[config.mk]
export PLATFORM = sky130hd
export DESIGN_NAME = hf_result_scoreboard
export DESIGN_NICKNAME = d
export VERILOG_FILES = /design/src/rtl/hf_scoreboard_pkg.sv /design/src/rtl/hf_sync_fifo.sv /design/src/rtl/hf_result_scoreboard.sv
export SDC_FILE = /design/constraint.sdc
export NUM_CORES = 1
export LEC_CHECK = 0
export CORE_ASPECT_RATIO = 0.9
export CORE_UTILIZATION = 52
export DETAILED_ROUTE_END_ITERATION = 12
export PLACE_DENSITY = 0.73
export SYNTH_ARGS = -nofsm -noshare
export SYNTH_HDL_FRONTEND = slang
export SYNTH_SLANG_ARGS = --single-unit
[constraint.sdc]
create_clock -name clk -period 19.3 [get_ports clk]
set_input_delay 3.86 -clock clk [delete_from_list [all_inputs] [get_ports clk]]
set_output_delay 3.86 -clock clk [all_outputs]
set_load 0.03 [all_outputs]
[src/rtl/hf_scoreboard_pkg.sv]
// Shared definitions for the hardfloat result scoreboard: exception flag layout,
// format width helpers and the RUN/ABORT state encoding.
package hf_scoreboard_pkg;

    localparam int EXC_W  = 5;
    localparam int EXC_NV = 4;
    localparam int EXC_DZ = 3;
    localparam int EXC_OF = 2;
    localparam int EXC_UF = 1;
    localparam int EXC_NX = 0;

    typedef enum logic {
        SB_RUN   = 1'b0,
        SB_ABORT = 1'b1
    } sb_state_e;

    function automatic int ieee_w(input int exp_w, input int sig_w);
        return exp_w + sig_w;
    endfunction

    // Recoded format carries one extra exponent bit.
    function automatic int rec_w(input int exp_w, input int sig_w);
        return exp_w + sig_w + 1;
    endfunction

endpackage

[src/rtl/hf_sync_fifo.sv]
// Single-clock FIFO holding expected results; head is the oldest entry, read
// combinationally. Pushes while full and pops while empty are ignored.
module hf_sync_fifo #(
    parameter int DEPTH = 8,
    parameter int W     = 8
) (
    input  logic         clk,
    input  logic         reset_n,
    input  logic         i_push,
    input  logic         i_pop,
    input  logic [W-1:0] i_din,
    output logic         o_full,
    output logic         o_empty,
    output logic [W-1:0] o_head
);
    localparam int AW = $clog2(DEPTH);
    localparam int CW = AW + 1;

    logic [W-1:0]  r_mem [DEPTH];
    logic [AW-1:0] r_wr;
    logic [AW-1:0] r_rd;
    logic [CW-1:0] r_cnt;
    logic          w_push;
    logic          w_pop;

    assign o_full  = (r_cnt == CW'(DEPTH));
    assign o_empty = (r_cnt == '0);
    assign o_head  = r_mem[r_rd];
    assign w_push  = i_push && !o_full;
    assign w_pop   = i_pop && !o_empty;

    always_ff @(posedge clk) begin
        if (w_push) r_mem[r_wr] <= i_din;
    end

    // DEPTH is a power of two, so pointers wrap by natural overflow.
    always_ff @(posedge clk or negedge reset_n) begin
        if (!reset_n) begin
            r_wr  <= '0;
            r_rd  <= '0;
            r_cnt <= '0;
        end else begin
            if (w_push) r_wr <= r_wr + 1'b1;
            if (w_pop)  r_rd <= r_rd + 1'b1;
            case ({w_push, w_pop})
                2'b10:   r_cnt <= r_cnt + CW'(1);
                2'b01:   r_cnt <= r_cnt - CW'(1);
                default: r_cnt <= r_cnt;
            endcase
        end
    end

endmodule

[src/rtl/hf_result_scoreboard.sv]
// Queues expected hardfloat results at issue, compares them against DUT results in
// order, and keeps test/error counts with a progress strobe and sticky abort.
module hf_result_scoreboard
    import hf_scoreboard_pkg::*;
#(
    parameter int EXP_W      = 8,
    parameter int SIG_W      = 24,
    parameter int DEPTH      = 8,
    parameter int MAX_ERRORS = 20,
    parameter int REPORT_INT = 10000
) (
    input  logic                            clk,
    input  logic                            reset_n,
    input  logic                            issue_valid,
    output logic                            issue_ready,
    input  logic [ieee_w(EXP_W,SIG_W)-1:0]  exp_ieee,
    input  logic [rec_w(EXP_W,SIG_W)-1:0]   exp_recoded,
    input  logic [EXC_W-1:0]                exp_exc,
    input  logic                            res_valid,
    input  logic [ieee_w(EXP_W,SIG_W)-1:0]  res_ieee,
    input  logic [rec_w(EXP_W,SIG_W)-1:0]   res_recoded,
    input  logic [EXC_W-1:0]                res_exc,
    output logic                            check,
    output logic                            pass,
    output logic [31:0]                     mis_index,
    output logic [31:0]                     test_count,
    output logic [15:0]                     error_count,
    output logic                            progress,
    output logic                            underflow_err,
    output logic                            abort
);
    localparam int IW = ieee_w(EXP_W, SIG_W);
    localparam int RW = rec_w(EXP_W, SIG_W);

    // Entry layout depends on the format parameters, so it is declared here.
    typedef struct packed {
        logic [IW-1:0]    ieee;
        logic [RW-1:0]    recoded;
        logic [EXC_W-1:0] exc;
    } entry_t;

    entry_t    w_push_ent;
    entry_t    w_head;
    logic      w_full;
    logic      w_empty;
    logic      w_push;
    logic      w_pop;
    logic      w_match;
    logic      w_abort;
    logic      w_hit_limit;
    logic [15:0] w_err_nxt;
    sb_state_e r_state;
    sb_state_e w_state_nxt;

    logic        r_check;
    logic        r_pass;
    logic        r_progress;
    logic        r_underflow;
    logic [31:0] r_mis_index;
    logic [31:0] r_test_count;
    logic [31:0] r_prog_cnt;
    logic [15:0] r_error_count;

    assign w_abort     = (r_state == SB_ABORT);
    assign issue_ready = reset_n && !w_full && !w_abort;
    assign w_push      = issue_valid && issue_ready;
    assign w_pop       = res_valid && !w_empty && !w_abort;
    assign w_push_ent  = '{ieee: exp_ieee, recoded: exp_recoded, exc: exp_exc};
    assign w_match     = (w_head.ieee == res_ieee) && (w_head.recoded == res_recoded)
                         && (w_head.exc == res_exc);
    assign w_err_nxt   = r_error_count + 16'd1;
    assign w_hit_limit = w_pop && !w_match && (r_error_count != '1)
                         && (w_err_nxt == 16'(MAX_ERRORS));

    hf_sync_fifo #(
        .DEPTH (DEPTH),
        .W     ($bits(entry_t))
    ) u_fifo (
        .clk     (clk),
        .reset_n (reset_n),
        .i_push  (w_push),
        .i_pop   (w_pop),
        .i_din   (w_push_ent),
        .o_full  (w_full),
        .o_empty (w_empty),
        .o_head  (w_head)
    );

    always_ff @(posedge clk or negedge reset_n) begin
        if (!reset_n) r_state <= SB_RUN;
        else          r_state <= w_state_nxt;
    end

    always_comb begin
        w_state_nxt = r_state;
        if (r_state == SB_RUN && w_hit_limit) w_state_nxt = SB_ABORT;
    end

    always_ff @(posedge clk or negedge reset_n) begin
        if (!reset_n) begin
            r_check       <= 1'b0;
            r_pass        <= 1'b0;
            r_progress    <= 1'b0;
            r_underflow   <= 1'b0;
            r_mis_index   <= '0;
            r_test_count  <= '0;
            r_error_count <= '0;
            r_prog_cnt    <= '0;
        end else begin
            r_check    <= w_pop;
            r_pass     <= w_pop && w_match;
            r_progress <= w_pop && (r_prog_cnt == '0);
            if (w_pop) begin
                r_mis_index <= r_test_count;
                if (r_test_count != '1)                r_test_count  <= r_test_count + 32'd1;
                if (!w_match && r_error_count != '1)   r_error_count <= w_err_nxt;
                r_prog_cnt <= (r_prog_cnt == '0) ? 32'(REPORT_INT - 1) : r_prog_cnt - 32'd1;
            end
            // No bypass: a result against an empty FIFO is a harness error even if
            // the matching vector is being issued in the same cycle.
            if (res_valid && w_empty && !w_abort) r_underflow <= 1'b1;
        end
    end

    assign check         = r_check;
    assign pass          = r_pass;
    assign progress      = r_progress;
    assign mis_index     = r_mis_index;
    assign test_count    = r_test_count;
    assign error_count   = r_error_count;
    assign underflow_err = r_underflow;
    assign abort         = w_abort;

endmodule

Word-level counts from Yosys, hierarchy flattened
Memories as Yosys holds them, arrays and structs flattened.
Cells that the tools add are included.
- register bits after elaboration: 127
- memory bits (writable): 560
- bits of input ports: 144
- logic and storage cells: 61
- memories: 1
- memory list (name ; depth ; width ; rd ports ; clocked after memory_dff ; write ports ; RTL line ; RTL):
    u_fifo.r_mem ; 8 ; 70 ; 1 ; 0 ; 1 ; hf_sync_fifo.sv:19 ; logic [W-1:0] r_mem [DEPTH];
- add/subtract/negate cells: 7
- equal/unequal tests: 9
- mux-type cells: 4
- bitwise logic cells: 1
- reduce and logical (&&, ||, !) cells: 27
- operators by type and width (kind ; number):
    equality test 33 bit ; 1
    adder 32 x 1 -> 32 bit, second input constant ; 1
    equality test 32 bit ; 1
    zero test 32 bit ; 1
    two-way mux 32 bit ; 1
    != test 32 bit, second input constant ; 1
    subtractor 32 x 1 -> 32 bit, second input constant ; 1
    logical AND 1 bit ; 18
    adder 16 x 1 -> 16 bit, second input constant ; 1
    equality test 16 x 5 -> 1 bit, second input constant ; 1
    != test 16 bit, second input constant ; 1
    case mux 4 bit (2 select lines) ; 1
    adder 3 x 1 -> 3 bit, second input constant ; 2
    equality test 5 bit ; 1
    adder 4 x 1 -> 4 bit, second input constant ; 1
    equality test 4 bit, second input constant ; 1
    zero test 1 bit ; 4
    zero test 4 bit ; 1
    AND reduction 2 bit ; 2
    subtractor 4 x 1 -> 4 bit, second input constant ; 1
    equality test 2 x 1 -> 1 bit, second input constant ; 1
    equality test 2 bit, second input constant ; 1
    two-way mux 1 bit ; 2
    nonzero test 2 bit ; 1
    inverter 1 bit ; 1

Longest topological paths before layout
An unclocked memory read counts as a cell.
- depth after elaboration: 9
- depth in mapped cells: 14

Cells and area by module
A second synthesis with hierarchy kept.
- cell total of the unflattened synthesis: 1508
- area total of the unflattened synthesis: 27670.3 µm²
- by module, submodules not included (module ; instances ; cells an instance ; area each (µm²)):
    hf_sync_fifo ; 1 ; 877 ; 21638.3
    hf_result_scoreboard ; 1 ; 631 ; 6032.0

Worst setup path before layout
Ideal clock, no wire load.
- kind: input port to flip-flop
- start: in reset_n
- end: mem u_fifo.r_mem[1][0] (netlist bit) (enable)
- setup time: 696 ps
- arrival: 11982 ps
- setup slack: 6622 ps
- cell stages on the path: 4
- path buffers: 0
- path through: nand2_1 -> a21oi_1 -> nand2_1 -> nor4b_1
- longest elaborated chain between the ends: 6
- RTL lines (what ; RTL line ; RTL):
    start, declared ; hf_result_scoreboard.sv:13 ; input logic reset_n,
    logical AND 1 bit (2 in a row) ; hf_result_scoreboard.sv:65 ; assign issue_ready = reset_n && !w_full && !w_abort;
    named net issue_ready ; hf_result_scoreboard.sv:15 ; output logic issue_ready,
    logical AND 1 bit ; hf_result_scoreboard.sv:66 ; assign w_push = issue_valid && issue_ready;
    logical AND 1 bit ; hf_sync_fifo.sv:29 ; assign w_push = i_push && !o_full;
    two-way mux 1 bit ; hf_sync_fifo.sv:33 ; if (w_push) r_mem[r_wr] <= i_din;
    two-way mux 1 bit (implied by the code) ; hf_sync_fifo.sv:33 ;
    end, declared ; hf_sync_fifo.sv:19 ;
The timed path passes the listed nets, and every way through them passes these cells.

Worst setup path after layout
- start: in reset_n
- end: out issue_ready
- longest elaborated chain between the ends: 2
- RTL lines (what ; RTL line):
    logical AND 1 bit (2 in a row) ; hf_result_scoreboard.sv:65
    end, declared ; hf_result_scoreboard.sv:15
Every way passes these cells.

==> results.json <==
{
  "required_ps": 15440,
  "cp-end-kind": "primary output",
  "fill_cells": 3637,
  "synth_seq_area_share_pct": 72.4,
  "vias_per_cell": 5.74,
  "syn_inst": 1576,
  "max_stage_delay_ps": 780,
  "firstDrtPassIters": 5,
  "drc_errors": 0,
  "p_leak_nw": 11.2,
  "post-cts-setup-buffers": 0,
  "wl_per_cell_um": 22.5,
  "gr-total-overflow": 0,
  "die_x_um": 245,
  "synth_area_leaders": "edfxtp_1 61%, dfrtp_1 12%, mux4_2 8.3%",
  "coreArea_sq_mm": 0.0521,
  "rows": 79,
  "synth-seq-cells": 687,
  "synth_top_cell_by_area": "edfxtp_1",
  "grt_start_max_net_pins": 85,
  "drtIter0Drc": 1148,
  "seqCellArea_sq_mm": 0.0200,
  "path_cells": "buf_4 -> nand2_1 -> a21oi_1 -> clkdlybuf4s50_1",
  "p_total_w": 0.00301,
  "rsz0062_at_grt": "no",
  "insertion_delay_ps": 610,
  "r2r-end": "error_count[1]",
  "avgSynthCellArea_sq_um": 17.5,
  "ios": 230,
  "reg2reg_depth": 9,
  "synth_edf_count": 560,
  "drive_above_1_share_pct": 12.8,
  "synth_ff_type": "edfxtp_1",
  "worstHoldPathCells": 1,
  "slew_viol_final": 0,
  "die_area_sq_mm": 0.0540,
  "die_h_um": 221,
  "cts_hold_buf": 0,
  "cp.arrival_ps": 5760,
  "antenna_left": 0,
  "antenna_found_initial": 8,
  "period_needed_ps": 9620,
  "start_util_pct": 53.0,
  "fmax_ghz": 0.104,
  "grt_pass1_vias": 14995,
  "whs_ps": 476,
  "routabilityCongestion": 0.784,
  "worst_pin_slew_ps": 1120,
  "cp-start-kind": "input port",
  "hold_class": "reg2reg",
  "slew_headroom_pct": 25.3,
  "finalCoreUtilization_pct": 63.1,
  "syn_nets": 1731,
  "cp_max_fo": 84,
  "finalHoldViolCount": 0,
  "cts_made_buffers": 69,
  "cts-resized-gates": 0,
  "fin_nets": 1991,
  "finClkSkew_ps": 22.7,
  "htree_levels": 3,
  "grt_pass1_wl_um": 87500,
  "cts_tree": "built",
  "timing.final.crit_share_pct": 49.9,
  "synth_top_area_share_pct": 60.9,
  "p_per_area_mw_per_mm2": 91.5,
  "grt_use_total_pct": 21.7,
  "ys_types": 49,
  "fin_setup_tns_ps": 0,
  "maxCapViolCount": 0,
  "vdd_drop_max_mv": 0.0717,
  "worstHoldStart": "underflow_err",
  "multi_input_area_sq_mm": 0.00729,
  "slowest_stage": "buf_4",
  "rr_startpoint": "u_fifo.r_rd[1]",
  "hold_end": "underflow_err",
  "area_growth_pct": 19.1,
  "drt_wl_total_um": 58000,
  "vias": 14818,
  "cts_max_path_buffers": 3,
  "synth_warnings": 0,
  "place_hpwl_um": 34000,
  "crit_type": "in2out",
  "netlist_area_sq_mm": 0.0276,
  "outcome": "complete, no violations",
  "rrSetupSlack_ps": 14040,
  "clk_pin_slew_ps": 60,
  "setup_viol": 0,
  "clockRootBuffer": "clkbuf_16",
  "clock_sinks": 687,
  "placement.io_buffers": 229,
  "async_flop_share_pct": 18.5
}
-- logic make-up (layout without fill, tap and decap cells) --
group | Yosys count | count (layout) | synth area share (%)
muxes | 232 | 232 | 13.1
other | 0 | 3 | 0
xor gates and xnor gates | 144 | 144 | 4.57
and+or+nand+nor | 350 | 350 | 6.01
buffers and inverters | 76 | 389 | 1.33
DFF | 687 | 687 | 72.4
adders and majority gates | 11 | 11 | 0.526
AOI/OAI and AO/OA | 76 | 76 | 2.07
-- cell usage after synthesis, types with 15 or more instances --
master and number:
mux4_2 102, clkbuf_1 21, a22o_1 26, dfrtp_1 127
nor2_1 58, xor2_1 52, o21ai_0 15, buf_2 24
xnor2_1 92, nor3_1 17, nand2_1 148, nor4_1 21
nand3_1 27, mux2i_1 127, nand4_1 21, edfxtp_1 560
-- worst max-delay path, delay by kind of cell --
family | cells | cell delay [ps]
compound gates | 1 | 200
buf+inv | 2 | 1490
simple gates | 1 | 170
-- where the power goes --
group / total (W) / internal (W) / switching (W) / leakage (nW)
combinational: 0.0000992 / 0.0000513 / 0.0000480 / 3.42
clock: 0.00130 / 0.000761 / 0.000536 / 1.07
sequential: 0.00161 / 0.00161 / 0.00000572 / 6.73
total: 0.00301 / 0.00242 / 0.000590 / 11.2
-- metrics by stage --
stage | area, sq um | cells | setup WS, ps
4_1_cts | 32900 | 2577 | 9610
2_1_floorplan | 27600 | 1576 | 6620
6_report | 32900 | 2580 | 9680
5_1_grt | 32900 | 2578 | 9450
3_5_place_dp | 30700 | 2453 | 9610
3_3_place_gp | 30700 | 2453 | 9610
-- layer usage --
metal  vias to the layer above  wire (um)  global-route usage (%)
met5                         -         53                       0
met4                         8       1030                    5.90
met3                        90       3710                    4.65
met2                       436      28600                    35.8
met1                      7656      24600                    29.6
li1                       6628          -                       -
-- registers in the layout, indices dropped and copies added (netlist names), 3 cells and up --
signal,cells
r_prog_cnt,32
mis_index,32
u_fifo.r_mem,560
u_fifo.r_rd,3
error_count,16
test_count,32
u_fifo.r_cnt,4
u_fifo.r_wr,3
-- placed cells by master, fill, tap and decap left out, types with 6 or more instances in the layout --
| master | count |
|---|---|
| a221oi_1 | 10 |
| inv_6 | 6 |
| nor4_1 | 20 |
| clkbuf_1 | 16 |
| mux2i_1 | 127 |
| nor2_1 | 56 |
| ha_1 | 10 |
| nand2b_1 | 6 |
| o21ai_0 | 15 |
| xor2_1 | 52 |
| a21oi_1 | 10 |
| nor3_1 | 14 |
| dfrtp_1 | 124 |
| nand4_1 | 21 |
| and2_1 | 6 |
| inv_1 | 12 |
| clkinv_1 | 13 |
| edfxtp_1 | 560 |
| clkinv_2 | 9 |
| and3_1 | 11 |
| clkdlybuf4s50_1 | 228 |
| clkbuf_16 | 71 |
| nand2_1 | 148 |
| and4_1 | 7 |
| xnor2_1 | 92 |
| bufinv_16 | 6 |
| mux4_2 | 102 |
| a22o_1 | 26 |
| or3_1 | 11 |
| nand3_1 | 27 |
| buf_4 | 24 |
-- area by class of cell --
class / instances / area share [%]
Tap cell: 688 / 2.62
Inverter: 13 / 0.148
Timing Repair Buffer: 252 / 7.49
Clock inverter: 36 / 1.04
Antenna cell: 3 / 0.0228
Sequential cell: 687 / 60.9
Clock buffer: 88 / 5.63
Multi-Input combinational cell: 813 / 22.2
-- worst max path at each step --
stage,start,end,slack (ps),depth (start not counted)
after floorplan,reset_n,u_fifo.r_mem[1][0],6620,4
after detailed placement,reset_n,issue_ready,9610,4
after global placement,reset_n,issue_ready,9610,4
after CTS,reset_n,issue_ready,9610,4
final,reset_n,issue_ready,9680,4
after global routing,reset_n,issue_ready,9450,4
(Power assumes the default switching activity.)
